<file path="src/rtl/store_aligner_pkg.sv">
// Shared MEM-stage definitions used by both the load read aligner and the store aligner.
// Holds the access-size encodings and the packed store-buffer entry.
package store_aligner_pkg;

    localparam logic [1:0] MEM_BYTE = 2'b00;
    localparam logic [1:0] MEM_HALF = 2'b01;
    localparam logic [1:0] MEM_WORD = 2'b10;

    localparam logic MEM_SIGNED   = 1'b0;
    localparam logic MEM_UNSIGNED = 1'b1;

    localparam int XLEN      = 32;
    localparam int NUM_LANES = XLEN / 8;

    typedef struct packed {
        logic [XLEN-1:0]      addr;
        logic [XLEN-1:0]      data;
        logic [NUM_LANES-1:0] web;
    } store_entry_t;

    function automatic logic [XLEN-1:0] word_addr(input logic [XLEN-1:0] a);
        return {a[XLEN-1:2], 2'b00};
    endfunction

endpackage

</file>
<file path="src/rtl/store_aligner_if.sv">
// Pipeline-side store request and data-memory-side write bus of the store aligner.
// slave = the aligner, master = whoever drives requests and the memory ready.
interface store_aligner_if;
    import store_aligner_pkg::*;

    logic                 st_valid;
    logic                 st_ready;
    logic [4:0]           mem_op;
    logic [XLEN-1:0]      st_addr;
    logic [XLEN-1:0]      st_data;
    logic                 misalign;
    logic                 buf_empty;
    logic                 dm_valid;
    logic                 dm_ready;
    logic [XLEN-1:0]      dm_addr;
    logic [XLEN-1:0]      dm_wdata;
    logic [NUM_LANES-1:0] dm_web;

    modport slave (
        input  st_valid, mem_op, st_addr, st_data, dm_ready,
        output st_ready, misalign, buf_empty, dm_valid, dm_addr, dm_wdata, dm_web
    );

    modport master (
        output st_valid, mem_op, st_addr, st_data, dm_ready,
        input  st_ready, misalign, buf_empty, dm_valid, dm_addr, dm_wdata, dm_web
    );

endinterface

</file>
<file path="src/rtl/store_aligner_lane_gen.sv">
// Combinational byte-lane steering for stores: replicates rs2 data into every lane
// and enables only the lanes the access actually touches.
module store_lane_gen
    import store_aligner_pkg::*;
(
    input  logic [1:0]           size,
    input  logic [1:0]           addr_lo,
    input  logic [XLEN-1:0]      data,
    output logic [XLEN-1:0]      wdata,
    output logic [NUM_LANES-1:0] web,
    output logic                 misaligned
);

    for (genvar i = 0; i < NUM_LANES; i++) begin : g_lane
        localparam logic [1:0] IDX = 2'(i);

        // Halfword pairs share the low 16 bits; lanes 2/3 sit in the upper half.
        assign wdata[8*i +: 8] = (size == MEM_BYTE) ? data[7:0] :
                                 (size == MEM_HALF) ? data[8*(i%2) +: 8] :
                                                      data[8*i +: 8];

        assign web[i] = ((size == MEM_BYTE) && (addr_lo == IDX))
                     || ((size == MEM_HALF) && (addr_lo[1] == IDX[1]))
                     ||  (size == MEM_WORD);
    end

    always_comb begin
        misaligned = 1'b0;
        case (size)
            MEM_BYTE: misaligned = 1'b0;
            MEM_HALF: misaligned = addr_lo[0];
            MEM_WORD: misaligned = |addr_lo;
            default:  misaligned = 1'b1;
        endcase
    end

endmodule

</file>
<file path="src/rtl/store_aligner.sv">
// MEM-stage store path: lane-steers each store and parks aligned ones in a small FIFO
// that drains to data memory, dropping misaligned stores with a one-cycle flag.
module store_aligner
    import store_aligner_pkg::*;
#(
    parameter int DEPTH = 2
) (
    input  logic             clk,
    input  logic             rst,
    store_aligner_if.slave   bus
);

    localparam int PW = (DEPTH > 1) ? $clog2(DEPTH) : 1;
    localparam int CW = $clog2(DEPTH + 1);

    store_entry_t         mem [DEPTH];
    logic [PW-1:0]        wr_ptr;
    logic [PW-1:0]        rd_ptr;
    logic [CW-1:0]        count;
    logic                 misalign_q;

    logic [XLEN-1:0]      lane_wdata;
    logic [NUM_LANES-1:0] lane_web;
    logic                 lane_mis;
    store_entry_t         new_entry;
    store_entry_t         head;

    logic full, empty, accept, enq, deq;

    logic unused;
    assign unused = ^bus.mem_op[4:2];

    store_lane_gen u_lane_gen (
        .size       (bus.mem_op[1:0]),
        .addr_lo    (bus.st_addr[1:0]),
        .data       (bus.st_data),
        .wdata      (lane_wdata),
        .web        (lane_web),
        .misaligned (lane_mis)
    );

    assign new_entry = '{addr: word_addr(bus.st_addr), data: lane_wdata, web: lane_web};

    // st_ready depends only on registered occupancy, never on dm_ready.
    assign full   = (count == CW'(DEPTH));
    assign empty  = (count == '0);
    assign accept = bus.st_valid && !full;
    assign enq    = accept && !lane_mis;
    assign deq    = !empty && bus.dm_ready;

    always_ff @(posedge clk or posedge rst) begin
        if (rst) begin
            wr_ptr     <= '0;
            rd_ptr     <= '0;
            count      <= '0;
            misalign_q <= 1'b0;
            for (int i = 0; i < DEPTH; i++) mem[i] <= '0;
        end else begin
            misalign_q <= accept && lane_mis;
            if (enq) begin
                mem[wr_ptr] <= new_entry;
                wr_ptr      <= wr_ptr + PW'(1);
            end
            if (deq) rd_ptr <= rd_ptr + PW'(1);
            if (enq && !deq)      count <= count + CW'(1);
            else if (deq && !enq) count <= count - CW'(1);
        end
    end

    // Head is read straight from storage, so it holds while the memory stalls.
    assign head          = mem[rd_ptr];
    assign bus.st_ready  = !full;
    assign bus.buf_empty = empty;
    assign bus.dm_valid  = !empty;
    assign bus.dm_addr   = head.addr;
    assign bus.dm_wdata  = head.data;
    assign bus.dm_web    = head.web;
    assign bus.misalign  = misalign_q;

endmodule

</file>
<file path="src/flat_wrapper.sv">
// flat-port wrapper written by rule: the top's interface ports become plain ports
module store_aligner_flat import store_aligner_pkg::*;
#(
    parameter int DEPTH = 2
)
  (clk, rst, bus_st_valid, bus_mem_op, bus_st_addr, bus_st_data, bus_dm_ready, bus_st_ready, bus_misalign, bus_buf_empty, bus_dm_valid, bus_dm_addr, bus_dm_wdata, bus_dm_web);
  store_aligner_if bus_i ();
  input  logic clk;
  input  logic rst;
  input wire logic [$bits(bus_i.st_valid)-1:0] bus_st_valid;
  input wire logic [$bits(bus_i.mem_op)-1:0] bus_mem_op;
  input wire logic [$bits(bus_i.st_addr)-1:0] bus_st_addr;
  input wire logic [$bits(bus_i.st_data)-1:0] bus_st_data;
  input wire logic [$bits(bus_i.dm_ready)-1:0] bus_dm_ready;
  output wire logic [$bits(bus_i.st_ready)-1:0] bus_st_ready;
  output wire logic [$bits(bus_i.misalign)-1:0] bus_misalign;
  output wire logic [$bits(bus_i.buf_empty)-1:0] bus_buf_empty;
  output wire logic [$bits(bus_i.dm_valid)-1:0] bus_dm_valid;
  output wire logic [$bits(bus_i.dm_addr)-1:0] bus_dm_addr;
  output wire logic [$bits(bus_i.dm_wdata)-1:0] bus_dm_wdata;
  output wire logic [$bits(bus_i.dm_web)-1:0] bus_dm_web;
  assign bus_i.st_valid = bus_st_valid;
  assign bus_i.mem_op = bus_mem_op;
  assign bus_i.st_addr = bus_st_addr;
  assign bus_i.st_data = bus_st_data;
  assign bus_i.dm_ready = bus_dm_ready;
  assign bus_st_ready = bus_i.st_ready;
  assign bus_misalign = bus_i.misalign;
  assign bus_buf_empty = bus_i.buf_empty;
  assign bus_dm_valid = bus_i.dm_valid;
  assign bus_dm_addr = bus_i.dm_addr;
  assign bus_dm_wdata = bus_i.dm_wdata;
  assign bus_dm_web = bus_i.dm_web;
  store_aligner #(.DEPTH(DEPTH)) u_core (.clk(clk), .rst(rst), .bus(bus_i));
endmodule
</file>
<file path="config.mk">
export PLATFORM = sky130hd
export DESIGN_NAME = store_aligner_flat
export DESIGN_NICKNAME = d
export VERILOG_FILES = /design/src/rtl/store_aligner_pkg.sv /design/src/rtl/store_aligner_if.sv /design/src/rtl/store_aligner_lane_gen.sv /design/src/rtl/store_aligner.sv /design/src/flat_wrapper.sv
export SDC_FILE = /design/constraint.sdc
export NUM_CORES = 1
export LEC_CHECK = 0
export CAP_MARGIN = 15
export CORE_ASPECT_RATIO = 1.25
export CORE_MARGIN = 1.5
export CORE_UTILIZATION = 48
export CTS_BUF_LIST = sky130_fd_sc_hd__clkbuf_8
export CTS_CLUSTER_DIAMETER = 100
export DETAILED_ROUTE_END_ITERATION = 12
export PLACE_DENSITY = 0.79
export RECOVER_POWER = 50
export SLEW_MARGIN = 40
export SYNTH_ARGS = -nofsm -noshare
export SYNTH_HDL_FRONTEND = slang
export SYNTH_SLANG_ARGS = --single-unit
</file>
<file path="constraint.sdc">
create_clock -name clk -period 4.55 [get_ports clk]
set_clock_uncertainty 0.1 [all_clocks]
set_input_delay 0.91 -clock clk [delete_from_list [all_inputs] [get_ports clk]]
set_output_delay 0.91 -clock clk [all_outputs]
set_load 0.02 [all_outputs]
</file>
==> results of run 1 <==
==> final timing paths <==
check	to	cells past startpoint
worst min-delay path	u_core.mem[85]	2
max in group asynchronous	u_core.mem[46]	3
worst max register to register	u_core.mem[3]	4
worst min register to register	u_core.mem[85]	2
worst max-delay path	u_core.mem[3]	5
min in group asynchronous	u_core.mem[131]	2
==> state kept, by name (all words and copies together) (netlist names) <==
register,cells
u_core.mem,132
u_core.count,2
u_core.bus.misalign,1
u_core.rd_ptr,1
u_core.wr_ptr,1
==> kinds of logic after synthesis <==
family / share of synthesized area (%)
muxes: 33.5
DFF: 51.9
and+or+nand+nor: 4.61
AOI/OAI and AO/OA: 5.65
buffers and inverters: 3.52
xor gates and xnor gates: 0.531
adders and majority gates: 0.189
other: 0.0568
==> layout by cell type, fill, tap and decap left out, types with 2 or more instances in the layout <==
master	count
nor2_1	13
clkinv_2	2
a21oi_1	11
bufinv_16	5
buf_4	5
mux2_1	30
mux2i_1	25
conb_1	2
dlygate4sd3_1	3
xnor2_1	2
inv_6	2
nand2_1	54
dfrtp_1	136
mux2_2	69
o21ai_0	53
clkdlybuf4s50_1	136
xor2_1	2
inv_1	2
nand2b_1	2
mux2_4	49
o2111ai_4	2
clkinvlp_4	5
clkbuf_8	17
==> power groups by stage <==
| stage | clock, mW | combinational [mW] | sequential (mW) |
|---|---|---|---|
| finish | 1.13 | 3.12 | 2.18 |
| global route | 1.21 | 3.34 | 2.26 |
| CTS | 1.16 | 3.29 | 2.19 |
| detailed placement | 0 | 3.27 | 2.21 |
| global placement | 0 | 3.22 | 2.15 |
| floorplan | 0 | 2.18 | 2.05 |
==> worst max-delay path: cells and delay by family <==
kind                   cells  cell delay, ps
buffers and inverters      2            2170
AOI/OAI and AO/OA          2             490
muxes                      1             450
==> routing by layer <==
metal  up-vias  track usage, %  routed length (um)
met3        21            6.75                 925
li1       1982               -                   -
met4         0            8.55                 269
met2       129            35.3                7160
met1      2121            25.1                5840
met5         -               0                   0
==> per-stage QoR <==
step | cell area [um2] | setup slack [ps]
floorplan | 6610 | 1830
detailed placement | 8100 | 1390
global route | 8410 | 465
CTS | 8560 | 894
global placement | 8100 | 1390
finish | 8410 | 741
==> layout make-up <==
type / count / area (um2)
multi-input cells: 321 / 2840
clock buffers: 17 / 234
clock inverters: 15 / 224
fillers: 1049 / 4930
flip-flops and latches: 137 / 3430
well taps: 171 / 214
inverters: 3 / 12.5
repair buffers: 147 / 1460
==> impl_metrics.csv, run 1 <==
group,metric,value,unit
outcome,outcome,"finished with violations",
outcome,violations,"max-capacitance violations, max-slew violations",
timing,max-slew-margin-rel,-38.8,%
global_routing,grt_pass1_vias,4673,
power_and_ir_drop,p_int,4.21,mW
synth,yosys-top-cells-area,"dfrtp_1 (52%), mux2_4 (18%), mux2_2 (12%)",
clock_tree,htreeDepth,4,
worst_hold_path,hold_path_class,"flop to flop",
clock_tree,cts_tree,"built",
placement,gp_congestion,0.779,
synth,yosysTopAreaCellShare,51.9,%
placement,dp.cells,779,
worst_hold_path,min_from,"u_core.mem[85]",
synth,synth_edf_count,0,
worst_setup_path,start_kind,"input pin",
synth,syn_avg_cell_area,13.4,um2
synth,yosys_warnings,0,
clock_tree,cts_buffer_depth,2,
synth,synth.largest_area_cell,"dfrtp_1",
timing,setup_violations,0,
timing,holdWs,377,ps
global_routing,grt.overflow.total,0,
die,initial_core_util,49.5,%
die,dieArea,14500,um2
worst_setup_path,cp.required,4770,ps
timing,tightestPinTransition,2080,ps
power_and_ir_drop,power_density,764,nW/um2
detailed_routing,route.antenna.remaining_nets,0,
die,core-area,13300,um2
synth,async_flop_share,100,%
die,die_w,108,um
die,io_pins,145,
timing,timing.final.crit_share,83.7,%
power_and_ir_drop,irDropWorstVdd,0.461,mV
detailed_routing,drc_errors,0,
layout,antenna_cells,0,
worst_setup_path,crit_slowest_cell,"clkbuf_1",
worst_setup_path,endpoint_kind,"flop",
global_routing,gr-usage-all-layers,21.1,%
synth,yosysSeqAreaShare,51.9,%
worst_setup_path,cp_cell_sequence,"dlygate4sd3_1 > a21oi_1 > o2111ai_4 > clkbuf_1 > mux2_2",
timing,hold_viol,0,
detailed_routing,wirelength,14200,um
power_and_ir_drop,pwr-share-seq,33.9,%
synth,synth_commonest_cells,"dfrtp_1 (137), mux2_4 (79), mux2_2 (69), nand2_1 (54), o21ai_0 (53)",
job,cap_violations,1,
global_routing,antenna_found_initial,0,
detailed_routing,via_per_inst,5.24,
power_and_ir_drop,total_power,6.43,mW
worst_setup_path,cp_slowest_stage_delay,1520,ps
timing,rsz0062_at_grt,"false",
placement,portBuffers,139,
global_routing,grt_pass1_wl,23300,um
clock_tree,cts_root_buf,"clkbuf_8",
power_and_ir_drop,p_sw,2.22,mW
layout,drive_gt1_share,25.6,%
detailed_routing,drt_iter0_drc,132,
synth,netlist_instances,494,
synth,synth_seq_cells,137,
die,num_rows,47,
worst_setup_path,cp-startpoint,"bus_st_addr[0]",
power_and_ir_drop,power.share.clock,17.6,%
synth,syn_area,6600,um2
clock_tree,postCtsHoldBufs,0,
clock_tree,post_cts_resized,0,
worst_setup_path,r2r_start,"u_core.count[0]",
power_and_ir_drop,sw_frac_of_total,34.5,%
synth,ys.flop_type,"dfrtp_1",
timing,max_freq,263,MHz
layout,stdcell_count,811,
timing,maxSlewViolCount,36,
power_and_ir_drop,leakagePower,3.80,nW
worst_setup_path,critPathKind,"input pin to flop",
worst_setup_path,worstPathArrival,4030,ps
clock_tree,cts_setup_buffers,0,
die,die_h,134,um
timing,timing.setup.tns,0,ps
detailed_routing,drtPass1Iterations,4,
layout,area_delta_synth_final,27.4,%
placement,dp_hpwl,9710,um
detailed_routing,vias,4253,
synth,synth.distinct_cells,28,
layout,finish.net_count,701,
worst_setup_path,critPathMaxFanout,35,
timing,period_needed,3810,ps
clock_tree,clk_pin_slew,80,ps
clock_tree,insertion_delay,430,ps
clock_tree,cts_made_buffers,17,
power_and_ir_drop,comb_power_share,48.5,%
layout,postLayoutCoreUtil,63.0,%
clock_tree,cts_sinks,137,
global_routing,grt_max_degree,112,
worst_setup_path,ff2ff_setup_slack,1480,ps
synth,synth.most_common_cell,"dfrtp_1",
detailed_routing,wl_per_cell,17.5,um
Power figures use the tool's default switching activity.
==> inputs of run 2 (changes only) <==
==> constraint.sdc (replaced) <==
create_clock -name clk -period 3.2 [get_ports clk]
set_clock_uncertainty 0.1 [all_clocks]
set_input_delay 0.64 -clock clk [delete_from_list [all_inputs] [get_ports clk]]
set_output_delay 0.64 -clock clk [all_outputs]
set_load 0.02 [all_outputs]
==> run 2 against run 1 <==
Against the previous run: the run now ends clean; core utilization increased by 0.48 points; worst hold slack got worse by 2.7 ps; critical path depth decreased by 2; clock-buffer cell count unchanged; via count increased by 0.31%; register-to-register slack got worse by 410 ps; total power increased by 42%; largest power group unchanged; highest routed layer unchanged.
==> impl_metrics.csv, run 2 (synthesized netlist as in run 1, its figures left out) <==
group,metric,value,unit
clock_tree,cts_buffer_depth,2,
clock_tree,clk_pin_slew,70,ps
worst_setup_path,endpoint_kind,"output pin",
timing,max-slew-margin-rel,11.2,%
global_routing,grt-busiest-layer,"met2",
timing,timing.final.crit_share,93.6,%
worst_setup_path,r2r_start,"u_core.count[0]",
global_routing,gr-usage-all-layers,21.2,%
detailed_routing,vias,4266,
die,dieArea,14500,um2
placement,gp_congestion,0.843,
timing,tightestPinTransition,1320,ps
detailed_routing,drt_iter0_drc,126,
timing,period_needed,3000,ps
clock_tree,post_cts_resized,0,
layout,reg_top3,"u_core.mem (132), u_core.count (2)",
placement,dp_hpwl,9930,um
clock_tree,cts_made_buffers,17,
worst_setup_path,cp.required,2460,ps
die,num_rows,47,
die,initial_core_util,49.5,%
clock_tree,htreeDepth,4,
timing,maxSlewViolCount,0,
layout,mostFrequentLayoutCells,"clkdlybuf4s50_1 (136), dfrtp_1 (136), mux2_4 (79), mux2_2 (69), nand2_1 (54)",
power_and_ir_drop,power_density,1070,nW/um2
worst_setup_path,critPathKind,"flop to output pin",
worst_hold_path,hold_path_class,"flop to flop",
clock_tree,cts_tree,"built",
detailed_routing,drtPass1Iterations,4,
placement,portBuffers,139,
worst_setup_path,cp-startpoint,"u_core.rd_ptr",
die,die_h,134,um
timing,fin_ws,204,ps
layout,area_delta_synth_final,28.4,%
global_routing,grt_use_met1,25.7,%
outcome,outcome,"complete, no violations",
placement,dp_slack,408,ps
worst_setup_path,start_kind,"flop",
global_routing,antenna_found_initial,0,
layout,finish.net_count,703,
worst_hold_path,min_from,"u_core.mem[35]",
layout,stdcell_count,813,
detailed_routing,route.antenna.remaining_nets,0,
die,die_w,108,um
global_routing,gr-usage-met2,35.2,%
worst_setup_path,worstPathArrival,2260,ps
global_routing,grt_max_degree,58,
power_and_ir_drop,irDropWorstVdd,0.614,mV
global_routing,grt.overflow.total,0,
die,io_pins,145,
timing,rsz0062_at_grt,"false",
layout,antenna_cells,0,
detailed_routing,drc_errors,0,
timing,setup_violations,0,
timing,timing.setup.tns,0,ps
placement,dp.cells,781,
clock_tree,insertion_delay,440,ps
clock_tree,cts_root_buf,"clkbuf_8",
power_and_ir_drop,total_power,9.10,mW
global_routing,grt_pass1_wl,23600,um
clock_tree,cts_setup_buffers,0,
global_routing,grt_util_met3,6.22,%
die,core-area,13300,um2
layout,drive_gt1_share,30.7,%
clock_tree,cts_sinks,137,
global_routing,grt_pass1_vias,4616,
detailed_routing,wl_per_cell,17.6,um
detailed_routing,via_per_inst,5.25,
detailed_routing,wirelength,14300,um
power_and_ir_drop,leakagePower,3.93,nW
clock_tree,postCtsHoldBufs,0,
layout,regMostFlops,"u_core.mem",
timing,hold_viol,0,
worst_setup_path,critPathMaxFanout,36,
timing,max_freq,334,MHz
job,cap_violations,0,
layout,largest_reg_flops,132,
## run 2: cell types whose count changed in the layout (fill, tap and decap cells not counted)
cell        before  now
a21oi_1         11   10
a21oi_2          0    1
buf_12           1    2
buf_4            5    4
bufinv_16        5    2
clkbuf_1         1    0
clkbuf_4         1    4
clkinv_2         2    4
clkinvlp_4       5    6
mux2_1          30    0
mux2_4          49   79
nor3_1           1    2
nor3_4           1    0
## run 2: final cells by class
cell class	count	area [um2]
Clock inverter	15	151
Tap cell	171	214
Timing Repair Buffer	149	1490
Multi-Input combinational cell	321	2950
Fill cell	1026	4870
Clock buffer	17	234
Sequential cell	137	3430
Inverter	3	12.5
## run 2: worst paths after layout
path / end / slack, ps / cells past startpoint
max in group asynchronous: u_core.mem[25] / 760 / 3
hold reg to reg: u_core.mem[35] / 370 / 2
min in group asynchronous: u_core.mem[52] / 830 / 2
hold / removal: u_core.mem[35] / 370 / 2
setup reg to reg: u_core.mem[71] / 1070 / 4
setup / recovery: bus_dm_wdata[31] / 200 / 3
## run 2: through the flow
step / hold slack [ps] / area, um2 / utilization (%)
finish: 374 / 8480 / 63.5
global route: 401 / 8480 / 63.5
CTS: 381 / 8540 / 64.0
detailed placement: 364 / 8160 / 61.1
global placement: 356 / 8160 / 61.1
floorplan: 344 / 6610 / -
## run 2: power by group
part | internal, mW | leakage, nW | switching (mW)
logic | 2.64 | 2.09 | 2.06
registers | 2.58 | 1.66 | 0.444
clock network | 0.689 | 0.180 | 0.691
## run 2: per-layer routing
layer | share of wire (%) | vias up
li1 | - | 1990
met1 | 41 | 2108
met2 | 50 | 141
met3 | 6.1 | 27
met4 | 2.5 | 0
met5 | 0 | -
## run 2: worst max-delay path, stage by stage, from the launching register on
cell and delay, ps:
dfrtp_2 360, buf_4 440, mux2_2 400, clkdlybuf4s50_1 580
